### config.mk
export PLATFORM = sky130hd
export DESIGN_NAME = serial_subtractor
export DESIGN_NICKNAME = d
export VERILOG_FILES = /design/src/rtl/serial_sub_pkg.sv /design/src/rtl/full_subtractor_bit.sv /design/src/rtl/serial_subtractor.sv
export SDC_FILE = /design/constraint.sdc
export NUM_CORES = 1
export LEC_CHECK = 0
export ABC_AREA = 1
export BUFFER_PORTS_ARGS = -buffer_cell sky130_fd_sc_hd__buf_2
export CAP_MARGIN = 40
export CORE_MARGIN = 2
export CORE_UTILIZATION = 38
export CTS_CLUSTER_DIAMETER = 30
export DETAILED_ROUTE_END_ITERATION = 12
export GPL_TIMING_DRIVEN = 0
export PLACE_DENSITY_LB_ADDON = 0.08
export SLEW_MARGIN = 30
export SYNTH_ARGS = -nofsm -noshare
export SYNTH_HDL_FRONTEND = slang
export SYNTH_HIERARCHICAL = 1
export SYNTH_SLANG_ARGS = --single-unit
export TNS_END_PERCENT = 1
### constraint.sdc
create_clock -name clk -period 3.17 [get_ports clk]
set_input_delay 0.1585 -clock clk [delete_from_list [all_inputs] [get_ports clk]]
set_output_delay 0.1585 -clock clk [all_outputs]
set_load 0.03 [all_outputs]
### src/rtl/serial_sub_pkg.sv
// Shared state encoding and sizing helper for the bit-serial subtractor.
package serial_sub_pkg;

  typedef enum logic [1:0] {
    IDLE = 2'd0,
    RUN  = 2'd1,
    DONE = 2'd2
  } state_t;

  // Counter width able to hold 0..width.
  function automatic int cnt_w(input int width);
    return $clog2(width + 1);
  endfunction

endpackage

### src/rtl/full_subtractor_bit.sv
// One-bit full subtractor cell: diff = x - y - bin, with borrow out.
module full_subtractor_bit (
  input  logic x,
  input  logic y,
  input  logic bin,
  output logic diff,
  output logic bout
);

  assign diff = x ^ y ^ bin;
  assign bout = (~x & y) | (~(x ^ y) & bin);

endmodule

### src/rtl/serial_subtractor.sv
// Bit-serial D = A - B, LSB first, one bit per clock behind a start/done handshake.
// Optional macro SERSUB_SATURATE_EN clamps d to 0 when the final borrow is set.
module serial_subtractor
  import serial_sub_pkg::*;
#(
  parameter int WIDTH = 4
) (
  input  logic             clk,
  input  logic             reset,
  input  logic             start,
  input  logic [WIDTH-1:0] a,
  input  logic [WIDTH-1:0] b,
  output logic             busy,
  output logic             done,
  output logic [WIDTH-1:0] d,
  output logic             borrow
);

  localparam int CNT_W = cnt_w(WIDTH);
  localparam logic [CNT_W-1:0] LAST = CNT_W'(WIDTH - 1);

  state_t           r_state;
  state_t           w_next;
  logic [WIDTH-1:0] r_a;
  logic [WIDTH-1:0] r_b;
  logic [WIDTH-1:0] r_sh;
  logic [WIDTH-1:0] r_d;
  logic             r_bq;
  logic             r_borrow;
  logic [CNT_W-1:0] r_cnt;
  logic [WIDTH-1:0] w_sh_next;
  logic [WIDTH-1:0] w_d_final;
  logic             w_diff;
  logic             w_bout;
  logic             w_last;

  full_subtractor_bit u_fs (
    .x    (r_a[0]),
    .y    (r_b[0]),
    .bin  (r_bq),
    .diff (w_diff),
    .bout (w_bout)
  );

  // Result fills from the MSB side so the last bit lands in position WIDTH-1.
  generate
    if (WIDTH == 1) begin : g_sh_one
      assign w_sh_next = w_diff;
    end else begin : g_sh_multi
      assign w_sh_next = {w_diff, r_sh[WIDTH-1:1]};
    end
  endgenerate

`ifdef SERSUB_SATURATE_EN
  assign w_d_final = w_bout ? '0 : w_sh_next;
`else
  assign w_d_final = w_sh_next;
`endif

  assign w_last = (r_cnt == LAST);

  always_comb begin
    w_next = r_state;
    case (r_state)
      IDLE:    if (start) w_next = RUN;
      RUN:     if (w_last) w_next = DONE;
      DONE:    w_next = IDLE;
      default: w_next = IDLE;
    endcase
  end

  always_ff @(posedge clk) begin
    if (reset) r_state <= IDLE;
    else       r_state <= w_next;
  end

  always_ff @(posedge clk) begin
    if (reset) begin
      r_a      <= '0;
      r_b      <= '0;
      r_sh     <= '0;
      r_d      <= '0;
      r_bq     <= 1'b0;
      r_borrow <= 1'b0;
      r_cnt    <= '0;
    end else begin
      case (r_state)
        IDLE: begin
          if (start) begin
            r_a      <= a;
            r_b      <= b;
            r_sh     <= '0;
            r_d      <= '0;
            r_bq     <= 1'b0;
            r_borrow <= 1'b0;
            r_cnt    <= '0;
          end
        end
        RUN: begin
          r_a   <= r_a >> 1;
          r_b   <= r_b >> 1;
          r_sh  <= w_sh_next;
          r_bq  <= w_bout;
          r_cnt <= r_cnt + CNT_W'(1);
          if (w_last) begin
            r_d      <= w_d_final;
            r_borrow <= w_bout;
          end
        end
        default: ;
      endcase
    end
  end

  assign busy   = (r_state == RUN);
  assign done   = (r_state == DONE);
  assign d      = r_d;
  assign borrow = r_borrow;

endmodule

* Yosys cells after proc, flatten, opt, wreduce, memory -nomap -nowiden
Cells that the tools add are included.
** Storage, ports and cells
- Register bits :: 23
- Latch bits :: 0
- Memory bits (writable) :: 0
- Memory bits (read-only) :: 0
- Input port bits :: 11
- Logic and storage cells :: 43
- Memories kept :: 0
** Cells by class
- $add $sub $neg :: 1
- $mul :: 0
- Divide/modulo/power cells :: 0
- $lt $le $gt $ge :: 0
- Eq/ne operators :: 5
- Shift-type cells :: 0
- Mux-type cells :: 17
- Bitwise gates (word level) :: 7
- Reduce and logical (&&, ||, !) cells :: 5
** Operators by type and width (count)
- case mux 4 bit (2 select lines) :: 4
- 2-to-1 mux 4 bit :: 4
- case mux 3 bit (2 select lines) :: 1
- 2-to-1 mux 2 bit :: 2
- case mux 1 bit (2 select lines) :: 2
- case mux 2 bit (2 select lines) :: 1
- AND reduction 2 bit :: 2
- adder 3 x 1 -> 3 bit (second input constant) :: 1
- == test 3 x 2 -> 1 bit (second input constant) :: 1
- 2-to-1 mux 3 bit :: 1
- AND reduction 3 bit :: 1
- AND 1 bit :: 2
- == test 2 x 1 -> 1 bit (second input constant) :: 1
- == test 2 bit (second input constant) :: 1
- zero test 2 bit :: 1
- 2-to-1 mux 1 bit :: 2
- inequality test 2 x 1 -> 1 bit (second input constant) :: 1
- inequality test 2 bit (second input constant) :: 1
- NOT 1 bit :: 2
- nonzero test 2 bit :: 1
- XOR 1 bit :: 2
- OR 1 bit :: 1

* Logic depth before layout (Yosys ltp)
Gate-level depths: netlist of run 1.
- Word-level depth :: 6
- Mapped depth :: 8
- Depth with buffers taken out :: 7

* Modules after synthesis
The synthesis of run 1 kept the hierarchy.
** By module, submodules not included
- serial_subtractor :: instances 1, cells each 127, area each 975.9 um^2, seq. area each 440.4 um^2
- full_subtractor_bit :: instances 1, cells each 4, area each 31.3 um^2, seq. area each 0.0 um^2

* Worst setup path before layout of run 1
OpenSTA, ideal clock, no wires.
- Kind :: reg-to-reg
- Start :: register r_b[0]
- End :: register r_d[3], in the netlist d[3]
- Library setup time :: 70 ps
- Arrival time :: 1210 ps
- Path slack :: 1891 ps
- Cell stages (with the launch flop) :: 7
- Path through :: dfxtp_1 inv_1 fa_1 inv_1 nor2_1 nand3_1 a21oi_1
** Between the ends
- Cells in the longest elaborated chain, start to end :: 4
** Ends and longest elaborated chain
- from (decl) :: line serial_subtractor.sv:25 : logic [WIDTH-1:0] r_b;
- from (signal assigned) :: line serial_subtractor.sv:101 : r_b <= r_b >> 1;
- XOR 1 bit (2 in series) :: line full_subtractor_bit.sv:10 : assign diff = x ^ y ^ bin;
- net w_diff :: line serial_subtractor.sv:33 : logic w_diff;
- 2-to-1 mux 4 bit :: line serial_subtractor.sv:105 : if (w_last) begin
- case mux 4 bit (2 select lines) :: line serial_subtractor.sv:87 : case (r_state)
- to (signal assigned) :: line serial_subtractor.sv:106 : r_d <= w_d_final;
- to (decl) :: line serial_subtractor.sv:27 : logic [WIDTH-1:0] r_d;
The timed path passes the listed nets, and every way through them passes these cells. The select of a mux whose other input is x is not followed.
A chain may end at the register's enable or synchronous reset.

* Worst setup path after layout of run 1
- Start :: register r_state[1]
- End :: output busy
** Between the ends
- Cells in the longest elaborated chain, start to end :: 1
** Ends and longest elaborated chain
- from (decl) :: line serial_subtractor.sv:22 : state_t r_state;
- from (signal assigned) :: line serial_subtractor.sv:74 : else r_state <= w_next;
- == test 2 x 1 -> 1 bit :: line serial_subtractor.sv:115 : assign busy = (r_state == RUN);
- to (decl) :: line serial_subtractor.sv:13 : output logic busy,
No other way between the ends.

==> results.yml, run 1 <==
outcome:
  status: "finished, final reports clean"
floorplanning:
  coreArea_sq_mm: 0.00250
  die_area_sq_mm: 0.00308
  start_util: 0.403
  num_rows: 18
  fp.dieH_um: 55.5
  die_x_um: 55.5
  io_pins: 18
routing:
  wirelength_mm: 1.93
  wl_per_cell_um: 10.6
  drc: 0
  num_vias: 842
  dr.first_iter.drc_count: 13
  viasPerCell: 4.63
  first_pass_iters: 4
  postRouteAntennaNets: 0
global_route:
  grt-ovfl-total: 0
  grt_first_pass_wirelength_mm: 3.31
  antenna_found_initial: 0
  grt.total_usage: 0.135
  grt_pass1_vias: 761
  grt_max_degree: 13
worst_setup_path:
  cp.arrival_ns: 1.35
  reg2regPathDepth: 6
  r2r_end: "d[3]$_SDFFE_PP0P_"
  path_buf_inv: 4
  crit_type: "reg2out"
  path_cells: "inv_4 > nand2_8 > inv_6 > buf_8 > buf_2"
  critPathCaptureType: "output pin"
  path_delay_family: "flip-flops"
  crit_slowest_cell: "dfxtp_1"
  critical-path-max-stage-delay_ns: 0.46
  r2r_start: "r_b[0]$_SDFFE_PP0P_"
  worst_setup_path_start_kind: "flip-flop"
  crit_required_ns: 3.01
  path_max_fanout: 10
  reg2reg_setup_slack_ns: 1.80
logic_synthesis:
  synth_top_family_by_area: "simple AND/OR/NAND/NOR gates"
  synth-simple-area-share: 0.311
  synth_compound_area_frac: 0.114
  ys_seq_elements: 22
  ys_seq_area_frac: 0.437
  synth_edf_count: 0
  synth_nets: 145
  ys_types: 20
  synth_warnings: 6
  synth-adder-area-share: 0.0447
  syn_avg_cell_area_sq_um: 7.69
  syn_area_sq_mm: 0.00101
  netlist_top_cells_count: "nand2_1 (34), dfxtp_1 (22), nor2_1 (18), a21oi_1 (15), inv_1 (10)"
  syn_inst: 131
  synth.top_cell.area_share: 0.437
  synth_top_area_cell: "dfxtp_1"
  synthMuxAreaShare: 0
  synth-xor-area-share: 0
  async_reset_ff_frac: 0
  yosysMostFrequentCell: "nand2_1"
  synthFlopType: "dfxtp_1"
  synthTopCellsByArea: "dfxtp_1 (44%), nand2_1 (13%), a21oi_1 (7.5%)"
clock_tree:
  cts_tree: "done"
  htree_levels: 1
  clkTransAtPathRegs_ns: 0.13
  clock_sinks: 22
  ctsHoldBuffers: 0
  cts_resized: 0
  cts-root-buf: "clkbuf_4"
  post_cts_buffers: 0
  clk_latency_ns: 0.31
  numCtsBuffers: 3
  clockBufferDepth: 2
timing:
  period_needed_ns: 1.51
  setup_viol: 0
  finalCritPeriodShare: 0.475
  rsz0062_at_grt: "no"
  relSlewSlack: 0.676
  setup-tns-final_ns: 0
  finalHoldViolCount: 0
  fmax_mhz: 664
  final_max_slew_viol_count: 0
  fin_hold_ws_ns: 0.0440
  worst_slew_pin_slew_ns: 0.487
  clock_skew_ns: 0.00604
pwr:
  power_density_mw_per_mm2: 499
  peakVddDrop_mv: 0.317
  switching_share: 0.298
  p_int_uw: 408
  p_leak_nw: 0.530
  clockPowerShare: 0.276
  power.share.sequential: 0.523
  switching_power_uw: 173
  p_comb_frac: 0.202
placed_design:
  hpwl_mm: 1.39
  port_buffers: 17
  dpl.cell_count: 178
  place_congestion: 0.709
run:
  drv_cap: 0
worst_hold_path:
  hp-class: "in2reg"
  whs_path_depth: 2
  min_delay_worst_endpoint: "d[3]$_SDFFE_PP0P_"
  min-delay-start: "reset"
finish:
  num-nets-final: 167
  area_growth_syn_to_layout_pct: 15.8
  diodes: 0
  drive_gt1_frac: 0.224
  layoutNonFillerInstCount: 182
==> sequential cells by signal, summed over array words and instances (netlist names) <==
signal   flops
r_state      2
r_cnt        3
r_b          4
r_a          4
borrow       1
r_sh         3
d            4
r_bq         1
==> worst reg2reg max path: cells and delay by family (launching register included) <==
kind	cells	cell delay (ns)
AO/OA/AOI/OAI	1	0.13
adder cells (fa/ha/maj)	1	0.52
buffers and inverters	2	0.10
flip-flops	1	0.35
AND/OR/NAND/NOR	2	0.23
==> stage by stage <==
stage                util  cell area (sq um)  setup WS (ns)  total power, mW
floorplan               -               1010           1.89            0.400
global placement    0.452               1130           1.82            0.428
detailed placement  0.452               1130           1.83            0.429
CTS                 0.466               1170           1.64            0.591
global route        0.466               1170           1.60            0.617
finish              0.466               1170           1.66            0.582
==> power by group through the flow <==
stage | Clock [mW] | Combinational (mW) | Sequential, mW
2_1_floorplan | 0 | 0.0897 | 0.311
3_3_place_gp | 0 | 0.118 | 0.310
3_5_place_dp | 0 | 0.119 | 0.310
4_1_cts | 0.168 | 0.120 | 0.304
5_1_grt | 0.176 | 0.134 | 0.307
6_report | 0.160 | 0.117 | 0.304
==> final cells by class <==
| type | count | area [sq um] |
|---|---|---|
| plain buffers | 4 | 41.3 |
| clock buffers | 4 | 36.3 |
| fillers | 258 | 1330 |
| inverters | 12 | 52.6 |
| multi-input cells | 93 | 473 |
| flip-flops and latches | 22 | 440 |
| well taps | 30 | 37.5 |
| repair buffers | 17 | 85.1 |
==> placed cells by master, fill, tap and decap left out, drive strengths merged, types with 2 or more instances in the layout <==
cell type and n:
dfxtp 22, ha 2, nand2 41, o21ai 8
clkbuf 5, buf 20, inv 12, a21oi 15
nand4 3, nand3 4, nor2 19
==> per-layer routing <==
| layer | up-vias | part of all wire | GRT usage |
|---|---|---|---|
| met2 | 20 | 0.46 | 0.238 |
| met4 | 0 | 0.0078 | 0.0209 |
| met1 | 366 | 0.47 | 0.158 |
| met3 | 2 | 0.055 | 0.0492 |
| li1 | 454 | - | - |
| met5 | - | 0 | 0 |
==> how the worst max path moves through the flow <==
stage	slack [ns]	cells past startpoint	start	to
final	1.66	5	r_state[1]$_SDFFE_PP0P_	busy
after global routing	1.60	5	r_state[1]$_SDFFE_PP0P_	busy
after global placement	1.82	6	r_b[0]$_SDFFE_PP0P_	d[3]$_SDFFE_PP0P_
after detailed placement	1.83	6	r_b[0]$_SDFFE_PP0P_	d[3]$_SDFFE_PP0P_
after CTS	1.64	5	r_state[1]$_SDFFE_PP0P_	busy
after floorplan	1.89	6	r_b[0]$_SDFFE_PP0P_	d[3]$_SDFFE_PP0P_
==> kinds of logic after synthesis <==
family / after synthesis
AND/OR/NAND/NOR: 67
AO/OA/AOI/OAI: 23
adder cells (fa/ha/maj): 3
flip-flops: 22
buffers and inverters: 16
Note: power is estimated with default switching activity, not from simulation.
==> run 2: changes to the inputs <==
clock period = 1.4 ns   (was 3.17 ns; I/O delays follow)
==> run 2 against run 1 <==
Hold slack improved by 0.025 ns. Die area did not move. Clock skew is 0.0011 ns higher. Critical endpoint unchanged. Final area rose by 5.2%. Highest routed layer unchanged.
==> results.yml, run 2 (synthesized netlist as in run 1, its figures left out) <==
clock_tree:
  cts_tree: "done"
  cts-root-buf: "clkbuf_4"
  clkTransAtPathRegs_ns: 0.13
  clk_latency_ns: 0.32
  htree_levels: 1
  numCtsBuffers: 3
  clock_sinks: 22
  clockBufferDepth: 2
placed_design:
  hpwl_mm: 1.39
  placed_area_sq_mm: 0.00113
  place_congestion: 0.709
  port_buffers: 17
timing:
  fin_hold_ws_ns: 0.0691
  fmax_mhz: 748
  finalCritPeriodShare: 0.955
  finalHoldViolCount: 0
  final_max_slew_viol_count: 0
  relSlewSlack: 0.671
  worst_slew_pin_slew_ns: 0.493
  setup_viol: 0
  clock_skew_ns: 0.00709
  rsz0062_at_grt: "yes"
  period_needed_ns: 1.34
pwr:
  p_leak_nw: 0.555
  totalPowerFinal_mw: 1.34
  power_density_mw_per_mm2: 1090
  peakVddDrop_mv: 0.724
worst_setup_path:
  crit_required_ns: 1.33
  path_delay_family: "flip-flops"
  crit_type: "reg2out"
  cp.arrival_ns: 1.27
  crit_slowest_cell: "dfxtp_2"
  worst_setup_path_start_kind: "flip-flop"
  path_common_cell: "inv_6"
  path_buf_inv: 4
  path_cells: "inv_6 > nand2_8 > inv_6 > buf_8 > buf_4"
  critPathCaptureType: "output pin"
  critical-path-max-stage-delay_ns: 0.43
  path_max_fanout: 10
finish:
  num-nets-final: 172
  fillCellCount: 253
  layout_commonest_cell: "nand2_1"
  drive_gt1_frac: 0.274
  fin_area_sq_mm: 0.00123
  layout_common_cells: "nand2_1 (34), dfxtp_1 (18), nor2_1 (17)"
  area_growth_syn_to_layout_pct: 21.7
  diodes: 0
global_route:
  antenna_found_initial: 0
  grt.total_usage: 0.138
  gr-usage-met1: 0.160
  grt_pass1_vias: 786
  grt_use_met2: 0.248
  grt-ovfl-total: 0
  top_usage_layer: "met2"
  grt_first_pass_wirelength_mm: 3.39
  grt_max_degree: 13
  grt.met3_usage: 0.0492
floorplanning:
  num_rows: 18
  coreArea_sq_mm: 0.00250
  fp.dieH_um: 55.5
  die_x_um: 55.5
  die_area_sq_mm: 0.00308
  io_pins: 18
  start_util: 0.403
outcome:
  status: "finished, final reports clean"
routing:
  wirelength_mm: 1.99
  wl_per_cell_um: 10.6
  postRouteAntennaNets: 0
  first_pass_iters: 4
  dr.first_iter.drc_count: 10
  drc: 0
  viasPerCell: 4.70
  num_vias: 878
run:
  drv_cap: 0
worst_hold_path:
  hp-class: "in2reg"
-- run 2: cell types whose count changed in the layout (fill, tap and decap cells not counted), sizes merged --
cell         delta
buf             +2
dlygate4sd3     +3
-- run 2: timing repair --
| action | 4_1_cts | 5_1_grt |
|---|---|---|
| endpoints found under the setup margin | 1 | 4 |
| hold buffers | 3 | 0 |
| hold endpoints to repair | 5 | 0 |
| resized for setup | 1 | 9 |
| setup buffers | 0 | 2 |
| pin swaps | 0 | 4 |
-- run 2: cell type report --
class                   instances  area (sq um)  share of cell area
plain buffers                   4          41.3              0.0337
clock buffers                   4          36.3              0.0296
inverters                      12          55.1              0.0449
multi-input cells              93           478               0.390
flip-flops and latches         22           445               0.363
well taps                      30          37.5              0.0306
repair buffers                 22           133               0.108
-- run 2: metrics by stage --
step,cells,TNS [ns],worst slack [ns],utilization
after detailed placement,178,0,0.0574,0.452
after global placement,178,0,0.0464,0.452
after floorplan,131,0,0.121,-
after global routing,187,-0.0348,-0.0162,0.490
final,187,0,0.0626,0.490
after CTS,185,0,0.000483,0.479
-- run 2: worst paths after layout --
kind                           start             endpoint  slack (ns)  cells after the start
max          r_state[1]$_SDFFE_PP0P_                 busy        0.06                      5
min                             b[0]  r_b[0]$_SDFFE_PP0P_        0.07                      5
max reg2reg        r_bq$_SDFFE_PP0P_    d[3]$_SDFFE_PP0P_        0.09                      6
min reg2reg        d[1]$_SDFFE_PP0P_    d[1]$_SDFFE_PP0P_        0.47                      2
-- run 2: where the power goes --
group          leakage [nW]  internal [mW]  switching, mW
Sequential            0.181          0.667         0.0238
Clock                0.0210          0.159          0.207
Combinational         0.353          0.115          0.170
Total                 0.555          0.941          0.401
-- run 2: per-layer routing --
layer / up-vias / share of wire
met4: 0 / 0.0075
li1: 468 / -
met3: 2 / 0.048
met5: - / 0
met1: 392 / 0.49
met2: 16 / 0.45
-- run 2: worst min-delay path: cells and delay by family --
kind | cells | cell delay (ns)
buffers and inverters | 1 | 0.07
AND/OR/NAND/NOR | 4 | 0.20
